==> config.mk <==
export PLATFORM = sky130hd
export DESIGN_NAME = mem_arbiter
export DESIGN_NICKNAME = d
export VERILOG_FILES = /design/src/rtl/mem_arb_pkg.sv /design/src/rtl/mem_arb_timer.sv /design/src/rtl/mem_arbiter.sv
export SDC_FILE = /design/constraint.sdc
export NUM_CORES = 1
export LEC_CHECK = 0
export ABC_CLOCK_PERIOD_IN_PS = 1700
export CORE_UTILIZATION = 25
export CTS_CLUSTER_SIZE = 24
export DETAILED_ROUTE_END_ITERATION = 16
export PLACE_DENSITY = 0.62
export SYNTH_ARGS = -nofsm -noshare
export SYNTH_HDL_FRONTEND = slang
export SYNTH_SLANG_ARGS = --single-unit
==> constraint.sdc <==
create_clock -name clk_i -period 1.7 [get_ports clk_i]
set_input_delay 0.255 -clock clk_i [delete_from_list [all_inputs] [get_ports clk_i]]
set_output_delay 0.255 -clock clk_i [all_outputs]
set_load 0.02 [all_outputs]
==> src/rtl/mem_arb_pkg.sv <==
// Shared types and default sizing for the memory arbiter.
package mem_arb_pkg;
  localparam int ADDR_W_DEF  = 32;
  localparam int DATA_W_DEF  = 32;
  localparam int TIMEOUT_DEF = 255;

  typedef enum logic [1:0] {
    IDLE     = 2'd0,
    BUSY_IF  = 2'd1,
    BUSY_MEM = 2'd2
  } arb_state_e;
endpackage

==> src/rtl/mem_arb_timer.sv <==
// Busy-cycle counter; expired_o flags the TIMEOUT-th enabled cycle.
module mem_arb_timer #(
  parameter int TIMEOUT = 255
) (
  input  logic clk_i,
  input  logic rst_i,
  input  logic en_i,
  input  logic clr_i,
  output logic expired_o
);
  localparam int CW = $clog2(TIMEOUT + 1);

  logic [CW-1:0] cnt_q, cnt_d;

  always_comb begin
    cnt_d = cnt_q;
    if (clr_i)                                 cnt_d = '0;
    else if (en_i && (cnt_q != CW'(TIMEOUT)))  cnt_d = cnt_q + 1'b1;
  end

  assign expired_o = en_i && (cnt_q == CW'(TIMEOUT - 1));

  always_ff @(posedge clk_i or negedge rst_i) begin
    if (!rst_i) cnt_q <= '0;
    else        cnt_q <= cnt_d;
  end
endmodule

==> src/rtl/mem_arbiter.sv <==
// Fetch/data arbiter in front of a single-port RAM; data side has priority.
// Optional MEM_ARB_TIMEOUT_EN aborts a stuck access after TIMEOUT busy cycles.
module mem_arbiter
  import mem_arb_pkg::*;
#(
  parameter int ADDR_W  = ADDR_W_DEF,
  parameter int DATA_W  = DATA_W_DEF,
  parameter int TIMEOUT = TIMEOUT_DEF
) (
  input  logic              clk_i,
  input  logic              rst_i,
  input  logic              if_req_i,
  input  logic [ADDR_W-1:0] if_addr_i,
  output logic [DATA_W-1:0] if_data_o,
  output logic              if_ack_o,
  input  logic              mem_read_i,
  input  logic              mem_write_i,
  input  logic [ADDR_W-1:0] mem_addr_i,
  input  logic [DATA_W-1:0] mem_wdata_i,
  output logic [DATA_W-1:0] mem_rdata_o,
  output logic              mem_ack_o,
  output logic              ram_req_o,
  output logic              ram_we_o,
  output logic [ADDR_W-1:0] ram_addr_o,
  output logic [DATA_W-1:0] ram_wdata_o,
  input  logic [DATA_W-1:0] ram_rdata_i,
  input  logic              ram_ready_i,
  output logic              stall_o,
  output logic              err_o
);
  if (TIMEOUT < 1) begin : g_bad_timeout
    $error("mem_arbiter: TIMEOUT must be >= 1");
  end

  arb_state_e        state_q, state_d;
  logic              if_req_q, if_req_d, mem_req_q, mem_req_d;
  logic              ram_req_q, ram_req_d, ram_we_q, ram_we_d;
  logic [ADDR_W-1:0] ram_addr_q, ram_addr_d;
  logic [DATA_W-1:0] ram_wdata_q, ram_wdata_d;
  logic              if_ack_q, if_ack_d, mem_ack_q, mem_ack_d;
  logic [DATA_W-1:0] if_data_q, if_data_d, mem_rdata_q, mem_rdata_d;
  logic              busy, expired, done;
  logic [DATA_W-1:0] done_data;

  assign busy      = (state_q != IDLE);
  assign done      = busy && (ram_ready_i || expired);
  // An aborted access returns zero; a real ready always wins over expiry.
  assign done_data = ram_ready_i ? ram_rdata_i : '0;

`ifdef MEM_ARB_TIMEOUT_EN
  logic err_q, err_d;

  mem_arb_timer #(.TIMEOUT(TIMEOUT)) u_timer (
    .clk_i    (clk_i),
    .rst_i    (rst_i),
    .en_i     (busy),
    .clr_i    (!busy),
    .expired_o(expired)
  );

  always_comb begin
    err_d = busy && expired && !ram_ready_i;
  end

  always_ff @(posedge clk_i or negedge rst_i) begin
    if (!rst_i) err_q <= 1'b0;
    else        err_q <= err_d;
  end

  assign err_o = err_q;
`else
  assign expired = 1'b0;
  assign err_o   = 1'b0;
`endif

  always_comb begin
    state_d     = state_q;
    ram_req_d   = ram_req_q;
    ram_we_d    = ram_we_q;
    ram_addr_d  = ram_addr_q;
    ram_wdata_d = ram_wdata_q;
    if_data_d   = if_data_q;
    mem_rdata_d = mem_rdata_q;
    if_ack_d    = 1'b0;
    mem_ack_d   = 1'b0;
    // Requests are registered once, masked by the ack that just retired them.
    if_req_d    = if_req_i & ~if_ack_q;
    mem_req_d   = (mem_read_i | mem_write_i) & ~mem_ack_q;
    case (state_q)
      IDLE: begin
        if (mem_req_q && !mem_ack_q) begin
          state_d     = BUSY_MEM;
          ram_req_d   = 1'b1;
          ram_we_d    = mem_write_i;
          ram_addr_d  = mem_addr_i;
          ram_wdata_d = mem_wdata_i;
        end else if (if_req_q && !if_ack_q) begin
          state_d     = BUSY_IF;
          ram_req_d   = 1'b1;
          ram_we_d    = 1'b0;
          ram_addr_d  = if_addr_i;
          ram_wdata_d = '0;
        end
      end
      BUSY_IF, BUSY_MEM: begin
        if (done) begin
          state_d   = IDLE;
          ram_req_d = 1'b0;
          if (state_q == BUSY_IF) begin
            if_ack_d  = 1'b1;
            if_data_d = done_data;
          end else begin
            mem_ack_d = 1'b1;
            if (!ram_we_q) mem_rdata_d = done_data;
          end
        end
      end
      default: state_d = IDLE;
    endcase
  end

  always_ff @(posedge clk_i or negedge rst_i) begin
    if (!rst_i) begin
      state_q     <= IDLE;
      if_req_q    <= 1'b0;
      mem_req_q   <= 1'b0;
      ram_req_q   <= 1'b0;
      ram_we_q    <= 1'b0;
      ram_addr_q  <= '0;
      ram_wdata_q <= '0;
      if_ack_q    <= 1'b0;
      mem_ack_q   <= 1'b0;
      if_data_q   <= '0;
      mem_rdata_q <= '0;
    end else begin
      state_q     <= state_d;
      if_req_q    <= if_req_d;
      mem_req_q   <= mem_req_d;
      ram_req_q   <= ram_req_d;
      ram_we_q    <= ram_we_d;
      ram_addr_q  <= ram_addr_d;
      ram_wdata_q <= ram_wdata_d;
      if_ack_q    <= if_ack_d;
      mem_ack_q   <= mem_ack_d;
      if_data_q   <= if_data_d;
      mem_rdata_q <= mem_rdata_d;
    end
  end

  assign ram_req_o   = ram_req_q;
  assign ram_we_o    = ram_we_q;
  assign ram_addr_o  = ram_addr_q;
  assign ram_wdata_o = ram_wdata_q;
  assign if_ack_o    = if_ack_q;
  assign mem_ack_o   = mem_ack_q;
  assign if_data_o   = if_data_q;
  assign mem_rdata_o = mem_rdata_q;
  assign stall_o     = (if_req_i & ~if_ack_q) | ((mem_read_i | mem_write_i) & ~mem_ack_q);
endmodule

==> flow_summary_export.csv <==
group,metric,value,unit
sta,slew_viol_final,0,
critical_path,arrival,2.02,ns
logic_synthesis,ys_seq_area_share,59.2,%
clocking,clkLatencyLatePin,0.42,ns
logic_synthesis,synth_edf_count,0,
placement,hpwl,11.2,mm
run_status,status,"finished, final reports clean",
finish,num_antenna_cells,0,
clocking,cts_tree,"yes",
critical_path,path_max_fanout,8,
floorplan,num_rows,55,
power_and_ir_drop,peakVddDrop,878,uV
detailed_routing,vias_per_cell,4.26,
placement,placed_cells,998,
critical_path,worstSetupPathType,"flop to flop",
clocking,clk_pin_slew,0.07,ns
grt,grt_pass1_wl,24.7,mm
clocking,cts.sinks,136,
critical_path,r2r_slack,0.02,ns
logic_synthesis,synth_nets,589,
logic_synthesis,yosys-top-cells-area,"dfrtp_1 (59%), mux2_2 (7.2%), mux2_4 (7.0%), mux2i_1 (5.6%), a22o_1 (5.0%)",
floorplan,core_area,22600,sq um
finish,fin_area,9670,sq um
sta,setup_violations,0,
logic_synthesis,synth_area_per_cell,12.7,sq um
grt,grt.total_usage,13.6,%
sta,clock_skew,0.0129,ns
floorplan,dieArea,23600,sq um
sta,rsz0062_at_grt,"true",
job,maxCapViolations,0,
clocking,cts_root_buf,"clkbuf_16",
logic_synthesis,synth_area_leader_cell,"dfrtp_1",
critical_path,critPathRequiredTime,2.04,ns
detailed_routing,drt_pass1_iterations,4,
sta,final.min_clock_period,1.68,ns
min_path,hold_class,"input pin to async pin",
critical_path,reg2reg_from,"state_q[0]$_DFFE_PN0P_",
logic_synthesis,synthCells,453,
finish,n_fill_cell,2140,
logic_synthesis,synthArstFlopShare,100,%
clocking,clk_path_buf_depth,2,
sta,clock.fmax,0.594,GHz
finish,drive_gt1_share,18.6,%
logic_synthesis,ys_warn_count,0,
placement,io_buffers,266,
power_and_ir_drop,power_density,1950,nW/um^2
critical_path,rr_endpoint,"mem_rdata_o[15]$_DFFE_PN0P_",
detailed_routing,wl_per_cell,15.8,um
finish,area_growth,68.2,%
logic_synthesis,synth.most_common_cell,"dfrtp_1",
clocking,htreeDepth,4,
grt,grt_antenna_before_repair,0,
critical_path,cp-start-kind,"flop",
detailed_routing,vias,4414,
logic_synthesis,syn_area,5750,sq um
grt,overflow,0,
floorplan,start_util,25.5,%
critical_path,worstRegToRegCells,7,
placement,place.gp.congestion,0.715,
placement,post_dp_cell_area,8870,sq um
logic_synthesis,ys_seq_elements,136,
floorplan,fp.dieH,154,um
sta,post-route-period-util,99.1,%
sta,hold_viol_final,0,
floorplan,die_w,154,um
grt,grt_pass1_vias,4484,
detailed_routing,postRouteWirelength,16.4,mm
detailed_routing,drt_iter0_markers,135,
finish,layoutNonFillerInstCount,1037,
logic_synthesis,ys_top_cells_by_count,"dfrtp_1 (136), nand2_1 (65), inv_1 (37), mux2_2 (37)",
detailed_routing,antenna_left,0,
detailed_routing,drc,0,
grt,grt_max_degree,59,
logic_synthesis,yosysUniqueCellTypes,28,
logic_synthesis,ys.flop_type,"dfrtp_1",
clocking,cts_buffers,17,
critical_path,cp-end-kind,"flop",
logic_synthesis,synth_top_area_share,59.2,%
floorplan,boundaryPins,268,
power_and_ir_drop,p_leak,4.60,nW
finish,nNetsFinal,875,
==> power breakdown <==
| group | switching (mW) | internal [mW] |
|---|---|---|
| Sequential | 0.780 | 4.78 |
| Clock | 1.50 | 2.33 |
| Combinational | 4.59 | 4.92 |
==> cell families after synthesis <==
logic type / count (synthesis) / share of synthesized area, %
and+or+nand+nor: 79 / 6.01
muxes: 96 / 19.9
other: 1 / 0.0652
adders and majority gates: 2 / 0.435
AOI/OAI and AO/OA: 72 / 8.66
buffers and inverters: 67 / 5.79
DFF: 136 / 59.2
==> worst max-delay path, stage by stage, from the launching register on <==
cell and delay [ns]:
dfrtp_1 0.38, inv_2 0.06, ha_4 0.25, nand3b_1 0.15, nor3_4 0.24, buf_6 0.16, clkbuf_16 0.16, mux2i_1 0.19
==> timing repair <==
item                       CTS  global route
buffers inserted             0             3
setup endpoints to repair    6            94
hold endpoints to repair    35             0
resized for setup           10            39
gates cloned                 0             3
hold buffers                 1             0
==> cell type report <==
type / instances / area [sq um] / area share (%)
flip-flops and latches: 136 / 3400 / 35.2
clock buffers: 19 / 433 / 4.48
multi-input cells: 250 / 2050 / 21.2
inverters: 37 / 139 / 1.44
repair buffers: 297 / 3110 / 32.2
well taps: 285 / 357 / 3.69
clock inverters: 13 / 170 / 1.76
==> worst max-delay path by stage <==
stage | startpoint | endpoint | slack [ns]
floorplan | state_q[0]$_DFFE_PN0P_ | mem_rdata_o[10]$_DFFE_PN0P_ | 0.06
global placement | if_req_i | stall_o | -0.28
detailed placement | if_req_i | stall_o | -0.28
CTS | ram_addr_o[0]$_DFFE_PN0P_ | ram_addr_o[0] | 0.0008
global route | state_q[0]$_DFFE_PN0P_ | mem_rdata_o[15]$_DFFE_PN0P_ | -0.06
finish | state_q[0]$_DFFE_PN0P_ | mem_rdata_o[15]$_DFFE_PN0P_ | 0.02
==> per-layer routing <==
layer	vias up	wire (um)	track usage (%)
li1	2110	-	-
met1	2100	7320	16.8
met2	193	7160	20.5
met3	11	1710	6.74
met4	0	175	4.33
met5	-	0	0
==> per-stage QoR <==
stage | worst slack, ns | hold slack (ns) | power [mW] | setup TNS (ns) | utilization, %
2_1_floorplan | 0.0578 | -0.0406 | 10.7 | 0 | -
3_3_place_gp | -0.276 | 0.191 | 15.1 | -0.276 | 39.3
3_5_place_dp | -0.277 | 0.189 | 15.2 | -0.516 | 39.3
4_1_cts | 0.000812 | 0.308 | 19.1 | 0 | 42.0
5_1_grt | -0.0630 | 0.321 | 20.0 | -0.861 | 42.8
6_report | 0.0161 | 0.310 | 18.9 | 0 | 42.8
==> flip-flops by register name, indices dropped and copies added, names as in the netlist <==
name / flops
if_data_o: 32
mem_rdata_o: 32
ram_addr_o: 32
ram_wdata_o: 32
state_q: 2
if_ack_o: 1
if_req_q: 1
mem_ack_o: 1
mem_req_q: 1
ram_req_o: 1
ram_we_o: 1
==> placed cells by master (no fill, tap or decap), drive strengths merged, types with 4 or more instances in the layout <==
master           n
a22o            33
buf             30
clkbuf          21
clkdlybuf4s50  227
clkinv           4
dfrtp          136
dlygate4sd2      4
dlymetal6s2s    33
inv             40
mux2            64
mux2i           32
nand2           65
nor2             4
nor2b            4
o21ai           34
Power figures use the tool's default switching activity.
